`config.mk`:
```
export PLATFORM = sky130hd
export DESIGN_NAME = cache_ctrl
export DESIGN_NICKNAME = d
export VERILOG_FILES = /design/src/rtl/cache_pkg.sv /design/src/rtl/cache_ctrl.sv
export SDC_FILE = /design/constraint.sdc
export NUM_CORES = 1
export LEC_CHECK = 0
export CAP_MARGIN = 30
export CORE_UTILIZATION = 26
export CTS_BUF_LIST = sky130_fd_sc_hd__clkbuf_2 sky130_fd_sc_hd__clkbuf_4 sky130_fd_sc_hd__clkbuf_8
export DETAILED_ROUTE_END_ITERATION = 12
export GPL_ROUTABILITY_DRIVEN = 0
export PLACE_DENSITY_LB_ADDON = 0.1
export SYNTH_ARGS = -nofsm -noshare
export SYNTH_HDL_FRONTEND = slang
export SYNTH_SLANG_ARGS = --single-unit
```
`constraint.sdc`:
```
create_clock -name clk -period 5.5 [get_ports clk]
set_input_delay 1.1 -clock clk [delete_from_list [all_inputs] [get_ports clk]]
set_output_delay 1.1 -clock clk [all_outputs]
set_load 0.02 [all_outputs]
```
`src/rtl/cache_pkg.sv`:
```
// Shared types, widths and helpers for the data-cache miss controller.
// Defaults describe a 1 KiB direct-mapped cache with one-word lines.
package cache_pkg;

  localparam int ADDR_W = 32;
  localparam int DEF_CACHE_SIZE = 1024;
  localparam int DEF_LINE_SIZE = 4;

  typedef enum logic [2:0] {
    S_IDLE,
    S_LOOKUP,
    S_WB_REQ,
    S_WB_WAIT,
    S_RF_REQ,
    S_RF_WAIT
  } cache_state_e;

  // Number of index bits for a given geometry
  function automatic int idx_width(input int csize, input int lsize);
    return $clog2(csize / lsize);
  endfunction

  // Number of tag bits for a given geometry
  function automatic int tag_width(input int csize, input int lsize);
    return ADDR_W - $clog2(csize / lsize) - $clog2(lsize);
  endfunction

  // Byte i comes from wdata where wstrb[i] is set, else from base
  function automatic logic [31:0] merge_bytes(
    input logic [31:0] base,
    input logic [31:0] wdata,
    input logic [3:0]  wstrb
  );
    logic [31:0] r;
    r = base;
    for (int i = 0; i < 4; i++) begin
      if (wstrb[i]) r[8*i +: 8] = wdata[8*i +: 8];
    end
    return r;
  endfunction

endpackage

```
`src/rtl/cache_ctrl.sv`:
```
// Miss handler for the direct-mapped write-back, write-allocate D-cache.
// One access in flight; dirty victims are written back before refill.
module cache_ctrl
  import cache_pkg::*;
#(
  parameter int CACHE_SIZE = DEF_CACHE_SIZE,
  parameter int LINE_SIZE  = DEF_LINE_SIZE,
  parameter int TAG_WIDTH  = tag_width(CACHE_SIZE, LINE_SIZE)
) (
  input  logic                 clk,
  input  logic                 rst,
  input  logic                 cpu_req_valid,
  output logic                 cpu_req_ready,
  input  logic [31:0]          cpu_addr,
  input  logic                 cpu_we,
  input  logic [31:0]          cpu_wdata,
  input  logic [3:0]           cpu_wstrb,
  output logic                 cpu_resp_valid,
  output logic [31:0]          cpu_rdata,
  output logic [31:0]          arr_addr,
  input  logic                 arr_hit,
  input  logic                 arr_dirty,
  input  logic [31:0]          arr_data,
  input  logic [TAG_WIDTH-1:0] arr_victim_tag,
  output logic [31:0]          arr_write_data,
  output logic                 arr_write_valid,
  output logic                 arr_write_access,
  output logic                 mem_req_valid,
  input  logic                 mem_req_ready,
  output logic                 mem_we,
  output logic [31:0]          mem_addr,
  output logic [31:0]          mem_wdata,
  input  logic                 mem_resp_valid,
  input  logic [31:0]          mem_rdata
);

  localparam int IDX_W = idx_width(CACHE_SIZE, LINE_SIZE);

  if (LINE_SIZE != 4) begin : g_bad_line
    $error("cache_ctrl: only LINE_SIZE = 4 is supported");
  end

  cache_state_e state_q, state_d;
  logic [31:0]  addr_q, addr_d;
  logic         we_q, we_d;
  logic [31:0]  wdata_q, wdata_d;
  logic [3:0]   wstrb_q, wstrb_d;
  logic [31:0]  vaddr_q, vaddr_d;
  logic [31:0]  vdata_q, vdata_d;

  // State and latched request/victim registers
  always_ff @(posedge clk or posedge rst) begin
    if (rst) begin
      state_q <= S_IDLE;
      addr_q  <= '0;
      we_q    <= 1'b0;
      wdata_q <= '0;
      wstrb_q <= '0;
      vaddr_q <= '0;
      vdata_q <= '0;
    end else begin
      state_q <= state_d;
      addr_q  <= addr_d;
      we_q    <= we_d;
      wdata_q <= wdata_d;
      wstrb_q <= wstrb_d;
      vaddr_q <= vaddr_d;
      vdata_q <= vdata_d;
    end
  end

  // Next-state, latch updates and all outputs
  always_comb begin
    state_d          = state_q;
    addr_d           = addr_q;
    we_d             = we_q;
    wdata_d          = wdata_q;
    wstrb_d          = wstrb_q;
    vaddr_d          = vaddr_q;
    vdata_d          = vdata_q;
    cpu_req_ready    = 1'b0;
    cpu_resp_valid   = 1'b0;
    cpu_rdata        = '0;
    arr_addr         = addr_q;
    arr_write_data   = '0;
    arr_write_valid  = 1'b0;
    arr_write_access = 1'b0;
    mem_req_valid    = 1'b0;
    mem_we           = 1'b0;
    mem_addr         = '0;
    mem_wdata        = '0;
    unique case (state_q)
      S_IDLE: begin
        cpu_req_ready = 1'b1;
        arr_addr      = cpu_addr;
        if (cpu_req_valid) begin
          addr_d  = cpu_addr;
          we_d    = cpu_we;
          wdata_d = cpu_wdata;
          wstrb_d = cpu_wstrb;
          state_d = S_LOOKUP;
        end
      end
      S_LOOKUP: begin
        if (arr_hit) begin
          cpu_resp_valid = 1'b1;
          state_d        = S_IDLE;
          if (we_q) begin
            arr_write_data   = merge_bytes(arr_data, wdata_q, wstrb_q);
            arr_write_valid  = 1'b1;
            arr_write_access = 1'b1;
          end else begin
            cpu_rdata = arr_data;
          end
        end else if (arr_dirty) begin
          vaddr_d = {arr_victim_tag, addr_q[IDX_W+1:2], 2'b00};
          vdata_d = arr_data;
          state_d = S_WB_REQ;
        end else begin
          state_d = S_RF_REQ;
        end
      end
      S_WB_REQ: begin
        mem_req_valid = 1'b1;
        mem_we        = 1'b1;
        mem_addr      = vaddr_q;
        mem_wdata     = vdata_q;
        if (mem_req_ready) state_d = S_WB_WAIT;
      end
      S_WB_WAIT: begin
        if (mem_resp_valid) state_d = S_RF_REQ;
      end
      S_RF_REQ: begin
        mem_req_valid = 1'b1;
        mem_addr      = {addr_q[31:2], 2'b00};
        if (mem_req_ready) state_d = S_RF_WAIT;
      end
      S_RF_WAIT: begin
        if (mem_resp_valid) begin
          arr_write_valid  = 1'b1;
          arr_write_access = we_q;
          arr_write_data   = we_q ? merge_bytes(mem_rdata, wdata_q, wstrb_q)
                                  : mem_rdata;
          cpu_resp_valid   = 1'b1;
          cpu_rdata        = mem_rdata;
          state_d          = S_IDLE;
        end
      end
      default: state_d = S_IDLE;
    endcase
  end

endmodule
```
==> run metrics, run 1 <==
Reg2Reg Setup Slack=between 2 and 2.5 ns; H-tree depth=4; die width=168.5 um; share of layout cells above drive strength 1=between 10% and 20%; Detail Route Antenna Nets=0; top sig layer=met5; WHS Endpoint=wdata_q[3]; total gr overflow=0; DP Area=10,810 sq um; HP Start=wdata_q[3]; Max Freq=0.2219 GHz; Combinational Power Share=53.0%; Port Buffers=roughly 330; top cells by count, synth=dfrtp_1 (134), mux2_2 (95), mux2_1 (68); hpwl dp=approximately 18 mm; Slew Limit Fails=0; Crit path required time=approximately 4.4 ns; most used cell, CP=clkdlybuf4s50_1; synth top area cells=dfrtp_1 (47%), mux2_2 (15%), mux2_1 (11%), a22o_1 (7.5%), and2_1 (3.1%); pin count of the biggest net entering global routing=79; Total Neg Setup Slack=0 ns; Worst-Margin Slew=about 0.92 ns; CTS clk-pin slew, worst paths=0.07 ns; final number of hold-violating endpoints=0; final period utilization=81.94%; Arrival @ worst endpoint=around 3.4 ns; initial core utilization=between 20% and 30%; clk_lat worst skew=between 0.4 and 0.5 ns; reg2reg path depth=5; slowest stage cell, crit path=clkdlybuf4s50_1; switching pwr=roughly 2.2 mW; synthesized area per cell=roughly 12 sq um; clk_skew=approximately 0.013 ns; met3 WL=1.649 mm; initial antenna violation count=1; die height=around 170 um; count leader, synth=dfrtp_1; RSZ-0062 raised after global routing=no; sequential share of power=between 30% and 40%; worst r2r src=state_q[2]; min cycle time layout=around 4.5 ns; Synth area leader=dfrtp_1; crit path cell chain=clkdlybuf4s50_1 > nor4bb_2 > buf_4 > nand3b_1 > o221ai_1 > clkdlybuf4s50_1; cell internal pwr=roughly 3.5 mW; Post-synth ARST share=100.0%; synth-to-layout area growth=55.71%; Crit. End Element=output pin; Placed Instances=between 1,000 and 1,500; via count of the first global-routing pass=~6,400; Vias per Instance=roughly 4.7; VDD IR max=0.2216 mV; number of flops mapped to enable cells by yosys=0; Power Dens Cells=just over 500 nW/um^2; Net Sw Frac=about two fifths; 1st-iter DRT viols=246; hold_ws=slightly below 0.5 ns; Worst Hold Path Cells=1; worst r2r dst=wdata_q[6]; DRC Markers=0; total routed wirelength=about 25 mm; outcome=complete, no violations; critical path launch point type=primary input; Slew HR=around 39%; Net count, final=about 1,100; Inserted Clock Buffers=17; Rows=60; die area=around 28,000 sq um; Total GRT Usage=~18%; cts hold-fix bufs=0; Finished Layout Cells=1,301; DR WL/cell=19.33 um; P_leak=~4.5 nW; Synth Flop Type=dfrtp_1; Max-Cap Viols=0; flop and latch count out of synthesis=between 100 and 150; core area=approximately 27,000 sq um; via count=between 6,000 and 7,000; clock power share=around 15%; CTS Buffer Depth=2; synth warn=0; root buf cell=clkbuf_8; post-CTS sizing=0; sequential-to-total area share from yosys stat=a little under half; 1st-pass router iterations=4; Unique masters post-synth=42; crit-path max FO=9; Inserted Diodes=0; setup violators final=0; Post-CTS Setup Inserts=0; crit-path max cell delay=0.65 ns; first-pass GRT wire length=roughly 38 mm; Mapped Area=7209 sq um; TritonCTS clock tree=built; Hold Path Class=reg -> reg; clock sink count=approximately 130; top-area cell type share of the netlist area=between 40% and 50%; Crit Path Class=in -> out; met1 WL=11.11 mm; post-route cell area=roughly 11,000 sq um; Syn Inst Count=between 600 and 700; Ports=roughly 330; DR WL met2=approximately 12 mm
[placed cells by master, fill, tap and decap left out, types with 5 or more instances in the layout]
cell type,n
clkbuf_8,18
and2_1,35
inv_1,27
buf_4,10
inv_6,6
nand2_1,34
clkdlybuf4s50_1,325
a22o_1,62
a32oi_1,6
a21oi_1,5
dfrtp_1,134
nand3_1,27
o221ai_1,24
mux2_1,68
mux2_2,95
[critical path, delay by kind of cell]
kind                   cells  cell delay (ns)
buffers and inverters      3             1.40
AND/OR/NAND/NOR            2             0.59
AO/OA/AOI/OAI              1             0.31
[layer usage]
metal	vias to the layer above	track usage, %
met5	-	0
met4	2	5.138
met3	21	5.004
met2	206	29.75
met1	3042	22.29
li1	2853	-
[sequential cells by signal, summed over array words and instances (netlist names)]
register  flops
we_q          1
wdata_q      32
vaddr_q      30
addr_q       32
vdata_q      32
state_q       3
wstrb_q       4
[power groups by stage]
stage	Clock, mW	Sequential [mW]	Combinational [mW]
after global placement	0	1.81	3.06
final	0.878	1.80	3.03
after global routing	0.964	1.88	3.24
after CTS	0.924	1.80	3.08
after floorplan	0	1.69	1.92
after detailed placement	0	1.82	3.06
[metrics by stage]
step | total power [mW] | setup WS, ns | utilization (%)
floorplan | 3.608 | 0.8172 | -
global placement | 4.874 | 0.9904 | 39.80
detailed placement | 4.888 | 0.9998 | 39.90
CTS | 5.808 | 0.9835 | 41.42
global route | 6.078 | 0.8711 | 41.42
finish | 5.706 | 0.9935 | 41.42
[cell type report]
class                           count  area, sq um
Sequential cell                   134         3353
Tap cell                          372        465.4
Timing Repair Buffer              338         3396
Inverter                           28        110.1
Clock buffer                       18        247.7
Fill cell                        2682        15880
Clock inverter                     14        165.2
Multi-Input combinational cell    397         3488
[worst max path at each step]
| stage | to | cells past startpoint | start | slack (ns) |
|---|---|---|---|---|
| 4_1_cts | arr_write_data[31] | 6 | arr_hit | 0.98 |
| 3_3_place_gp | arr_write_data[27] | 6 | arr_hit | 0.99 |
| 5_1_grt | arr_write_data[1] | 6 | arr_hit | 0.87 |
| 6_report | arr_write_data[26] | 6 | arr_hit | 0.99 |
| 3_5_place_dp | arr_write_data[31] | 6 | arr_hit | 1.0 |
| 2_1_floorplan | addr_q[0] | 1 | rst | 0.82 |
[cells by family (layout without fill, tap and decap cells)]
family          after synthesis  in the layout  synth area share (%)
compound gates              110            110                 12.84
buf+inv                      79            398                 5.519
flops                       134            134                 46.51
other cells                   1              2               0.05202
xor+xnor                      1              1                0.1215
simple gates                118            118                 9.077
mux                         166            166                 25.88
No activity file was read; power rests on OpenSTA's default activity.
==> inputs of run 2 (changes only) <==
- clock period: 5.5 -> 4.5 ns (I/O delays scaled with it)
==> run metrics, run 2 (same netlist as run 1, synthesis figures left out) <==
die area=28,400 sq um; Rows=60; CTS Buffer Depth=2; Net count, final=between 1,000 and 1,500; hpwl dp=approximately 18 mm; switching pwr=about 2.7 mW; 1st-pass router iterations=4; first-pass GRT wire length=around 38 mm; Power Dens Cells=~620 nW/um^2; cts hold-fix bufs=0; Crit. End Element=output pin; Total GRT Usage=between 10% and 20%; initial antenna violation count=2; slowest stage cell, crit path=clkdlybuf4s50_1; P_leak=around 4.5 nW; crit path cell chain=clkdlybuf4s50_1 > nor4bb_2 > buf_4 > nand3b_1 > o221ai_1 > clkdlybuf4s50_1; Slew Limit Fails=0; Total Neg Setup Slack=0 ns; Inserted Clock Buffers=17; H-tree depth=4; RSZ-0062 raised after global routing=no; worst path bufs/invs=3; Vias per Instance=approximately 4.7; DRC Markers=0; critical path launch point type=primary input; TritonCTS clock tree=built; Net Sw Frac=39.16%; via count of the first global-routing pass=between 6,000 and 7,000; clk_skew=approximately 0.017 ns; biggest regs=addr_q (32), vdata_q (32), wdata_q (32); die height=168.5 um; Port Buffers=around 330; setup violators final=0; initial core utilization=26.60%; Detail Route Antenna Nets=0; Crit path required time=3.60 ns; core area=between 20,000 and 30,000 sq um; root buf cell=clkbuf_8; Worst-Margin Slew=approximately 0.78 ns; clock sink count=~130; final period utilization=between 90 and 100%; CTS clk-pin slew, worst paths=around 0.080 ns; most frequent cells in the layout=clkdlybuf4s50_1 (325), dfrtp_1 (134), mux2_2 (95), mux2_1 (68), a22o_1 (62); clock power share=between 10% and 20%; crit-path max cell delay=around 0.64 ns; share of layout cells above drive strength 1=~17%; pin count of the biggest net entering global routing=79; 1st-iter DRT viols=239; Post-CTS Setup Inserts=0; Max-Cap Viols=0; Combinational Power Share=about 53%; sequential share of power=31.5%; DR WL/cell=roughly 19 um; cell internal pwr=4.260 mW; total gr overflow=0; most used cell, CP=clkdlybuf4s50_1; clk_lat worst skew=0.44 ns; outcome=complete, no violations; Max Freq=between 0.2 and 0.25 GHz; Hold Path Class=reg -> reg; crit-path max FO=7; Slew HR=between 40 and 50%; Arrival @ worst endpoint=roughly 3.2 ns; synth-to-layout area growth=56.63%; Placed Instances=1,274; Crit Path Class=in -> out; total routed wirelength=about 25 mm; post-CTS sizing=0; min cycle time layout=between 4 and 5 ns; number of fillers in the final layout=around 2,600; Finished Layout Cells=roughly 1,300; Largest delay share family, worst path=buffers and inverters; Ports=about 330; final number of hold-violating endpoints=0; VDD IR max=0.3011 mV; die width=roughly 170 um; commonest non-fill, non-tap cell in the layout=clkdlybuf4s50_1; via count=between 6,000 and 7,000
run 2: cell count changes in the layout (fill, tap and decap cells not counted), sizes merged:
cell / before / now
buf: 13 / 18
clkinv: 4 / 3
diode: 0 / 1
inv: 34 / 35
run 2: worst paths after layout:
| path | start | end | slack, ns | cells past startpoint |
|---|---|---|---|---|
| setup reg to reg | state_q[2] | addr_q[2] | 1.71 | 5 |
| hold reg to reg | wdata_q[4] | wdata_q[4] | 0.49 | 1 |
| min in group asynchronous | rst | vaddr_q[26] | 0.99 | 2 |
| max in group asynchronous | rst | vdata_q[31] | 2.71 | 3 |
| hold / removal | wdata_q[4] | wdata_q[4] | 0.49 | 1 |
| setup / recovery | arr_hit | arr_write_data[25] | 0.36 | 6 |
run 2: area by class of cell:
cell class	count	area, sq um	share of cell area (%)
diodes	1	2.502	0.02216
well taps	372	465.4	4.122
multi-input cells	397	3488	30.89
clock inverters	14	161.4	1.429
repair buffers	343	3463	30.67
clock buffers	18	247.7	2.194
flip-flops and latches	134	3353	29.70
inverters	28	110.1	0.9751
run 2: through the flow:
step	utilization (%)	setup slack, ns	cell area (sq um)	power [mW]	hold slack, ns
floorplan	-	0.01725	7213	4.410	0.4541
global placement	40.15	0.4416	10880	5.988	0.4694
detailed placement	40.15	0.4062	10880	6.004	0.4749
CTS	41.66	0.3804	11290	7.118	0.4984
global route	41.67	0.2566	11290	7.449	0.5087
finish	41.67	0.3633	11290	7.002	0.4947
run 2: per-layer routing:
metal / vias up / track usage, % / wire [um]
met2: 213 / 29.26 / 11900
met1: 3024 / 22.57 / 11150
li1: 2877 / - / -
met3: 20 / 5.658 / 1706
met5: - / 0 / 13
met4: 2 / 4.704 / 316
run 2: power groups by stage:
stage	Combinational, mW	Sequential, mW	Clock, mW
finish	3.73	2.20	1.07
global route	3.99	2.29	1.16
CTS	3.79	2.21	1.12
detailed placement	3.78	2.23	0
global placement	3.78	2.21	0
floorplan	2.34	2.07	0
